[src/rtl/sdram_wb_arb_pkg.sv]
// Shared types and helpers for the SDRAM Wishbone arbiter.
//   arb_state_t : arbiter FSM encoding (IDLE / BUSY / GAP)
//   CTI_*       : Wishbone cycle-type codes seen on m_cti_i / wb_cti_o
//   next_rr()   : round-robin scan returning {valid, winner index}
package sdram_wb_arb_pkg;

  localparam int unsigned MAX_MASTERS = 8;
  localparam int unsigned IDX_W       = 3;

  typedef enum logic [1:0] {IDLE, BUSY, GAP} arb_state_t;

  localparam logic [2:0] CTI_CLASSIC = 3'b000;
  localparam logic [2:0] CTI_INCR    = 3'b010;
  localparam logic [2:0] CTI_EOB     = 3'b111;

  // Scan ptr+1 .. ptr+n (mod n) and return the first requester.
  // Bit IDX_W of the result is the valid flag; the low bits are the index.
  function automatic logic [IDX_W:0] next_rr(input logic [MAX_MASTERS-1:0] req,
                                             input logic [IDX_W-1:0]       ptr,
                                             input int unsigned            n);
    logic [IDX_W:0] res;
    int unsigned    idx;
    res = '0;
    for (int unsigned i = 1; i <= MAX_MASTERS; i++) begin
      idx = (32'(ptr) + i) % n;
      if (i <= n && !res[IDX_W] && req[idx[IDX_W-1:0]])
        res = {1'b1, idx[IDX_W-1:0]};
    end
    return res;
  endfunction

endpackage

[src/rtl/rr_picker.sv]
// Combinational round-robin selector.
//   req    : per-master request vector
//   rr_ptr : index of the most recently granted master
//   winner : index of the selected master (valid only when valid = 1)
//   valid  : at least one request present
module rr_picker
  import sdram_wb_arb_pkg::*;
#(
  parameter int unsigned NUM_MASTERS = 2
) (
  input  logic [NUM_MASTERS-1:0] req,
  input  logic [IDX_W-1:0]       rr_ptr,
  output logic [IDX_W-1:0]       winner,
  output logic                   valid
);

  logic [MAX_MASTERS-1:0] req_pad;
  logic [IDX_W:0]         pick;

  always_comb begin
    req_pad = MAX_MASTERS'(req);
    pick    = next_rr(req_pad, rr_ptr, NUM_MASTERS);
    valid   = pick[IDX_W];
    winner  = pick[IDX_W-1:0];
  end

endmodule

[src/rtl/sdram_wb_arbiter.sv]
// Round-robin Wishbone arbiter in front of the SDRAM controller's slave port.
// A grant is held for a whole WB cycle (until the owner drops cyc), followed by
// a one-cycle GAP turnaround. No grant is issued before sdr_init_done.
//
// Ports:
//   sys_clk, RESETN         : clock, asynchronous active-low reset
//   sdr_init_done           : SDRAM initialisation complete (gates new grants)
//   m_*_i                   : packed per-master Wishbone master signals
//   m_ack_o, m_dat_o        : per-master ack, broadcast read data
//   wb_*_o / wb_ack_i/dat_i : Wishbone port to the SDRAM controller
//   grant_o                 : one-hot current grant (zero unless BUSY)
//   busy_o                  : arbiter in BUSY
//   m_err_o                 : per-master timeout error pulse (optional)
//
// Optional feature: define SDRAM_WB_ARB_TIMEOUT_EN to add m_err_o and a
// watchdog that abandons a cycle after TIMEOUT_CYCLES stalled strobe cycles.
module sdram_wb_arbiter
  import sdram_wb_arb_pkg::*;
#(
  parameter int unsigned NUM_MASTERS    = 2,
  parameter int unsigned DW             = 32,
  parameter int unsigned AW             = 26,
  parameter int unsigned TIMEOUT_CYCLES = 1024
) (
  input  logic                            sys_clk,
  input  logic                            RESETN,
  input  logic                            sdr_init_done,
  input  logic [NUM_MASTERS-1:0]          m_cyc_i,
  input  logic [NUM_MASTERS-1:0]          m_stb_i,
  input  logic [NUM_MASTERS-1:0]          m_we_i,
  input  logic [NUM_MASTERS*AW-1:0]       m_addr_i,
  input  logic [NUM_MASTERS*DW-1:0]       m_dat_i,
  input  logic [NUM_MASTERS*(DW/8)-1:0]   m_sel_i,
  input  logic [NUM_MASTERS*3-1:0]        m_cti_i,
  output logic [NUM_MASTERS-1:0]          m_ack_o,
  output logic [DW-1:0]                   m_dat_o,
  output logic                            wb_cyc_o,
  output logic                            wb_stb_o,
  output logic                            wb_we_o,
  output logic [AW-1:0]                   wb_addr_o,
  output logic [DW-1:0]                   wb_dat_o,
  output logic [DW/8-1:0]                 wb_sel_o,
  output logic [2:0]                      wb_cti_o,
  input  logic                            wb_ack_i,
  input  logic [DW-1:0]                   wb_dat_i,
  output logic [NUM_MASTERS-1:0]          grant_o,
  output logic                            busy_o
`ifdef SDRAM_WB_ARB_TIMEOUT_EN
  ,
  output logic [NUM_MASTERS-1:0]          m_err_o
`endif
);

  localparam int unsigned SW = DW / 8;

  if (NUM_MASTERS < 2 || NUM_MASTERS > MAX_MASTERS || TIMEOUT_CYCLES < 2 || (DW % 8) != 0)
  begin : g_cfg_err
    $error("sdram_wb_arbiter: unsupported parameter set");
  end

  arb_state_t             state, state_d;
  logic [NUM_MASTERS-1:0] req;
  logic [NUM_MASTERS-1:0] grant_q;
  logic [NUM_MASTERS-1:0] pick_oh;
  logic [IDX_W-1:0]       rr_ptr;
  logic [IDX_W-1:0]       pick_idx;
  logic                   pick_valid;
  logic                   to_hit;

  // Selected master's signals (AND-OR mux on the registered one-hot grant)
  logic                   sel_cyc, sel_stb, sel_we;
  logic [AW-1:0]          sel_addr;
  logic [DW-1:0]          sel_dat;
  logic [SW-1:0]          sel_sel;
  logic [2:0]             sel_cti;

  assign req = m_cyc_i & m_stb_i;

  rr_picker #(
    .NUM_MASTERS (NUM_MASTERS)
  ) u_picker (
    .req    (req),
    .rr_ptr (rr_ptr),
    .winner (pick_idx),
    .valid  (pick_valid)
  );

  always_comb begin
    for (int unsigned k = 0; k < NUM_MASTERS; k++)
      pick_oh[k] = (pick_idx == IDX_W'(k));
  end

  always_comb begin
    sel_cyc  = 1'b0;
    sel_stb  = 1'b0;
    sel_we   = 1'b0;
    sel_addr = '0;
    sel_dat  = '0;
    sel_sel  = '0;
    sel_cti  = '0;
    for (int unsigned k = 0; k < NUM_MASTERS; k++) begin
      if (grant_q[k]) begin
        sel_cyc  = m_cyc_i[k];
        sel_stb  = m_stb_i[k];
        sel_we   = m_we_i[k];
        sel_addr = m_addr_i[k*AW +: AW];
        sel_dat  = m_dat_i[k*DW +: DW];
        sel_sel  = m_sel_i[k*SW +: SW];
        sel_cti  = m_cti_i[k*3 +: 3];
      end
    end
  end

`ifdef SDRAM_WB_ARB_TIMEOUT_EN
  localparam int unsigned TW = $clog2(TIMEOUT_CYCLES + 1);
  logic [TW-1:0] to_cnt;

  // Fires on the TIMEOUT_CYCLES-th consecutive stalled strobe cycle
  assign to_hit = (state == BUSY) && sel_stb && !wb_ack_i &&
                  (to_cnt == TW'(TIMEOUT_CYCLES - 1));

  always_ff @(posedge sys_clk or negedge RESETN) begin
    if (!RESETN)
      to_cnt <= '0;
    else if (state != BUSY || wb_ack_i)
      to_cnt <= '0;
    else if (sel_stb)
      to_cnt <= to_cnt + TW'(1);
  end
`else
  assign to_hit = 1'b0;
`endif

  // State register
  always_ff @(posedge sys_clk or negedge RESETN) begin
    if (!RESETN)
      state <= IDLE;
    else
      state <= state_d;
  end

  // Grant and round-robin pointer; pointer reset makes master 0 first
  always_ff @(posedge sys_clk or negedge RESETN) begin
    if (!RESETN) begin
      grant_q <= '0;
      rr_ptr  <= IDX_W'(NUM_MASTERS - 1);
    end else if (state == IDLE && state_d == BUSY) begin
      grant_q <= pick_oh;
      rr_ptr  <= pick_idx;
    end
  end

  // Next-state logic
  always_comb begin
    state_d = state;
    case (state)
      IDLE:    if (sdr_init_done && pick_valid) state_d = BUSY;
      BUSY:    if (!sel_cyc || to_hit)          state_d = GAP;
      GAP:     state_d = IDLE;
      default: state_d = IDLE;
    endcase
  end

  // Outputs: everything is zero outside BUSY, so stray acks never propagate
  always_comb begin
    wb_cyc_o  = 1'b0;
    wb_stb_o  = 1'b0;
    wb_we_o   = 1'b0;
    wb_addr_o = '0;
    wb_dat_o  = '0;
    wb_sel_o  = '0;
    wb_cti_o  = '0;
    m_ack_o   = '0;
    m_dat_o   = '0;
    grant_o   = '0;
    busy_o    = 1'b0;
`ifdef SDRAM_WB_ARB_TIMEOUT_EN
    m_err_o   = '0;
`endif
    if (state == BUSY) begin
      busy_o    = 1'b1;
      grant_o   = grant_q;
      wb_cyc_o  = sel_cyc;
      wb_stb_o  = sel_stb;
      wb_we_o   = sel_we;
      wb_addr_o = sel_addr;
      wb_dat_o  = sel_dat;
      wb_sel_o  = sel_sel;
      wb_cti_o  = sel_cti;
      m_ack_o   = grant_q & {NUM_MASTERS{wb_ack_i}};
      m_dat_o   = wb_dat_i;
`ifdef SDRAM_WB_ARB_TIMEOUT_EN
      if (to_hit) begin
        wb_cyc_o = 1'b0;
        wb_stb_o = 1'b0;
        m_err_o  = grant_q;
      end
`endif
    end
  end

endmodule

[config.mk]
export PLATFORM = sky130hd
export DESIGN_NAME = sdram_wb_arbiter
export DESIGN_NICKNAME = d
export VERILOG_FILES = /design/src/rtl/sdram_wb_arb_pkg.sv /design/src/rtl/rr_picker.sv /design/src/rtl/sdram_wb_arbiter.sv
export SDC_FILE = /design/constraint.sdc
export NUM_CORES = 1
export LEC_CHECK = 0
export CAP_MARGIN = 5
export CORE_AREA = 2 2 106 108
export CTS_CLUSTER_SIZE = 20
export DETAILED_ROUTE_END_ITERATION = 10
export DIE_AREA = 0 0 108 110
export PLACE_DENSITY = 0.63
export SLEW_MARGIN = 40
export SYNTH_ARGS = -nofsm -noshare
export SYNTH_HDL_FRONTEND = slang
export SYNTH_SLANG_ARGS = --single-unit
export TNS_END_PERCENT = 5
[constraint.sdc]
create_clock -name sys_clk -period 3 [get_ports sys_clk]
set_clock_uncertainty 0.1 [all_clocks]
set_input_delay 0.6 -clock sys_clk [delete_from_list [all_inputs] [get_ports sys_clk]]
set_output_delay 0.6 -clock sys_clk [all_outputs]
set_load 0.01 [all_outputs]
==> metrics.md <==
| Metric | Value |
|---|---|
| Clock transition at the registers of the reported paths | 0.03 ns |
| TritonRoute pass-1 iters | 4 |
| Post-Synthesis Cell Area | 0.001174 sq mm |
| Ratio of cells with drive above 1 in the final layout | 3.406% |
| Final setup violation count | 0 |
| Max_cap viols | 0 |
| Period utilisation layout | 93.28% |
| Die ar. | 0.01188 sq mm |
| Worst reg2reg path startpoint | state[0] |
| PwrDens | 427.9 mW/mm^2 |
| Io pins | 277 |
| First-pass GRT wire length | 11540 um |
| Seq/Total Area, Yosys | 10.77% |
| Initial Util | 10.97% |
| Flop pwr share | 7.8% |
| Core area | 0.01070 sq mm |
| Final nets | 584 |
| Detail Placement HPWL | 7067 um |
| Hold Vio Cnt, Final | 0 |
| Data arrival, critical path | 2.10 ns |
| Int Pwr | 1.113 mW |
| Area grow syn2layout | 249.5% |
| Antenna Nets Post-Route | 0 |
| CTS tree | built |
| RD Place Congestion | 0.6946 |
| Die width | 108 um |
| Net count of the mapped netlist | 316 |
| Clk sinks | 5 |
| Via/cell ratio | 4.162 |
| Final Cell Area | 0.004101 sq mm |
| Clock latency on the worst-skew pair | 0.22 ns |
| Worst Hold Class | in2async |
| Crit path required time | 2.30 ns |
| N_diodes | 0 |
| Via Count | 2293 |
| Final max-slew violation count | 0 |
| Avg Inst Size Synth | 8.150 sq um |
| Initial DRC count | 62 |
| Max frequency | 357.3 MHz |
| Synth unique cells | 23 |
| Flop2flop setup slack | 1.63 ns |
| #FFs+latches synth | 5 |
| Clk buf depth | 2 |
| NetSw | 0.6416 mW |
| Yosys Warn Count | 0 |
| H-tree levels | 1 |
| Clk root buf | clkbuf_8 |
| Placed instance area | 0.004056 sq mm |
| CP Max Fanout | 39 |
| Overall routed net length | 8194 um |
| Cell Rows | 38 |
| Largest net degree at the start of global routing | 40 |
| Worst rel slew slack | 74.53% |
| Crit start category | flip-flop |
| Critical path class | reg2out |
| Leakage power | 1.550 nW |
| Final design utilization | 38.34% |
| Post-CTS Setup Bufs | 0 |
| PortBufs | 276 |
| Die Ht | 110 um |
| Worst r2r path cells | 3 |
| Status | finished, final reports clean |
| Peak supply drop | 194.4 uV |
| Gate Count Post-Synth | 144 |
| Clock power share | 6.9% |
| Setup TNS | 0 ns |
| RSZ-0062 raised after global routing | no |
| Critical Path Sink Type | output pin |
| Cts hold-fix bufs | 0 |
| Congestion Overflow GR | 0 |
| Total design power | 1.755 mW |
| Pin slew with the least headroom to its limit | 0.3820 ns |
| Sw Ratio | 36.56% |
| Combinational cell fraction of total power | 85.3% |
| # resized after CTS | 0 |
| Tmin final | 2.798 ns |
| FF-to-FF End | rr_ptr[0] |
| TritonCTS buffer count | 3 |
| Wirelength per Cell | 14.87 um |
| Vias in the first global route | 2280 |
| Gr usage total | 12.02% |
| Initial antenna violation count | 0 |
| DRC | 0 |
per-layer routing:
metal,wire length [um],vias up,GRT usage [%]
met3,1171,4,4.879
met4,41,0,1.374
met5,0,-,0
met1,2701,1027,12.09
met2,4280,164,23.81
li1,-,1098,-
synth_stat cells:
cell type	number	area [sq um]
buf_2	8	40.04
inv_2	1	3.750
mux2_2	1	11.26
nor3_2	1	10.01
and3b_1	1	8.760
a22oi_1	1	7.510
and2_1	33	206.5
dfstp_2	1	26.28
nor3b_1	1	7.510
and3_1	3	18.77
nand3_1	2	10.01
a21oi_1	1	5.000
buf_4	1	7.510
nand2b_4	1	13.76
and2_4	1	8.760
clkbuf_1	5	18.77
nor2_1	2	7.510
o21ai_0	1	5.000
nand2_1	1	3.750
buf_6	4	45.04
dfrtp_1	4	100.1
inv_1	1	3.750
a22o_1	69	604.3
sequential cells by signal, indices dropped and copies added, names as in the netlist:
name and count:
rr_ptr 1, grant_q 2, state 2
kinds of logic after synthesis:
kind of cell    count (synthesis)  share of synthesized area [%]
flops                           5                          10.77
simple gates                   46                          25.16
compound gates                 72                          52.98
mux                             1                         0.9594
buf+inv                        20                          10.13
critical path, stage by stage (launching register included):
cell             delay, ns
dfrtp_1               0.37
nand2b_4              0.18
inv_2                 0.06
and2_4                0.29
buf_12                0.24
a22o_1                0.17
clkdlybuf4s50_1       0.56
worst max path at each step:
| stage | cells after the start | to | start | slack [ns] |
|---|---|---|---|---|
| floorplan | 7 | wb_addr_o[0] | state[0] | 1.04 |
| global placement | 5 | wb_cyc_o | m_cyc_i[0] | 0.31 |
| detailed placement | 5 | wb_cyc_o | m_cyc_i[0] | 0.31 |
| CTS | 6 | wb_sel_o[0] | state[1] | 0.19 |
| global route | 6 | wb_dat_o[23] | state[1] | 0.1 |
| finish | 6 | wb_sel_o[0] | state[1] | 0.20 |
per-stage QoR:
stage | hold slack, ns | instances | worst slack, ns
floorplan | 0.2044 | 144 | 1.044
global placement | 0.4847 | 547 | 0.3067
detailed placement | 0.4960 | 547 | 0.3091
CTS | 0.5012 | 551 | 0.1883
global route | 0.5171 | 551 | 0.09915
finish | 0.5035 | 551 | 0.2015
power by group through the flow:
| stage | logic (mW) | registers, mW | clock network [mW] |
|---|---|---|---|
| final | 1.50 | 0.137 | 0.121 |
| after global routing | 1.61 | 0.144 | 0.130 |
| after global placement | 1.50 | 0.138 | 0 |
| after CTS | 1.52 | 0.138 | 0.124 |
| after detailed placement | 1.51 | 0.139 | 0 |
| after floorplan | 0.642 | 0.122 | 0 |
layout make-up:
cell class,count,area (sq um)
tap,140,175.2
multi-input combinational,119,934.6
sequential,5,126.4
fill,1077,6596
inverter,2,7.507
clock buffer,4,45.04
timing repair buffer,281,2813
cells in the final DEF (no fill, tap or decap), types with 2 or more instances in the layout:
cell type,Yosys,final
nor2_1,2,2
clkdlybuf4s50_1,0,276
buf_4,1,4
a22o_1,69,69
dfrtp_1,4,4
clkbuf_8,0,3
and3_1,3,3
and2_1,33,33
nand3_1,2,2
Note: power is estimated with default switching activity, not from simulation.
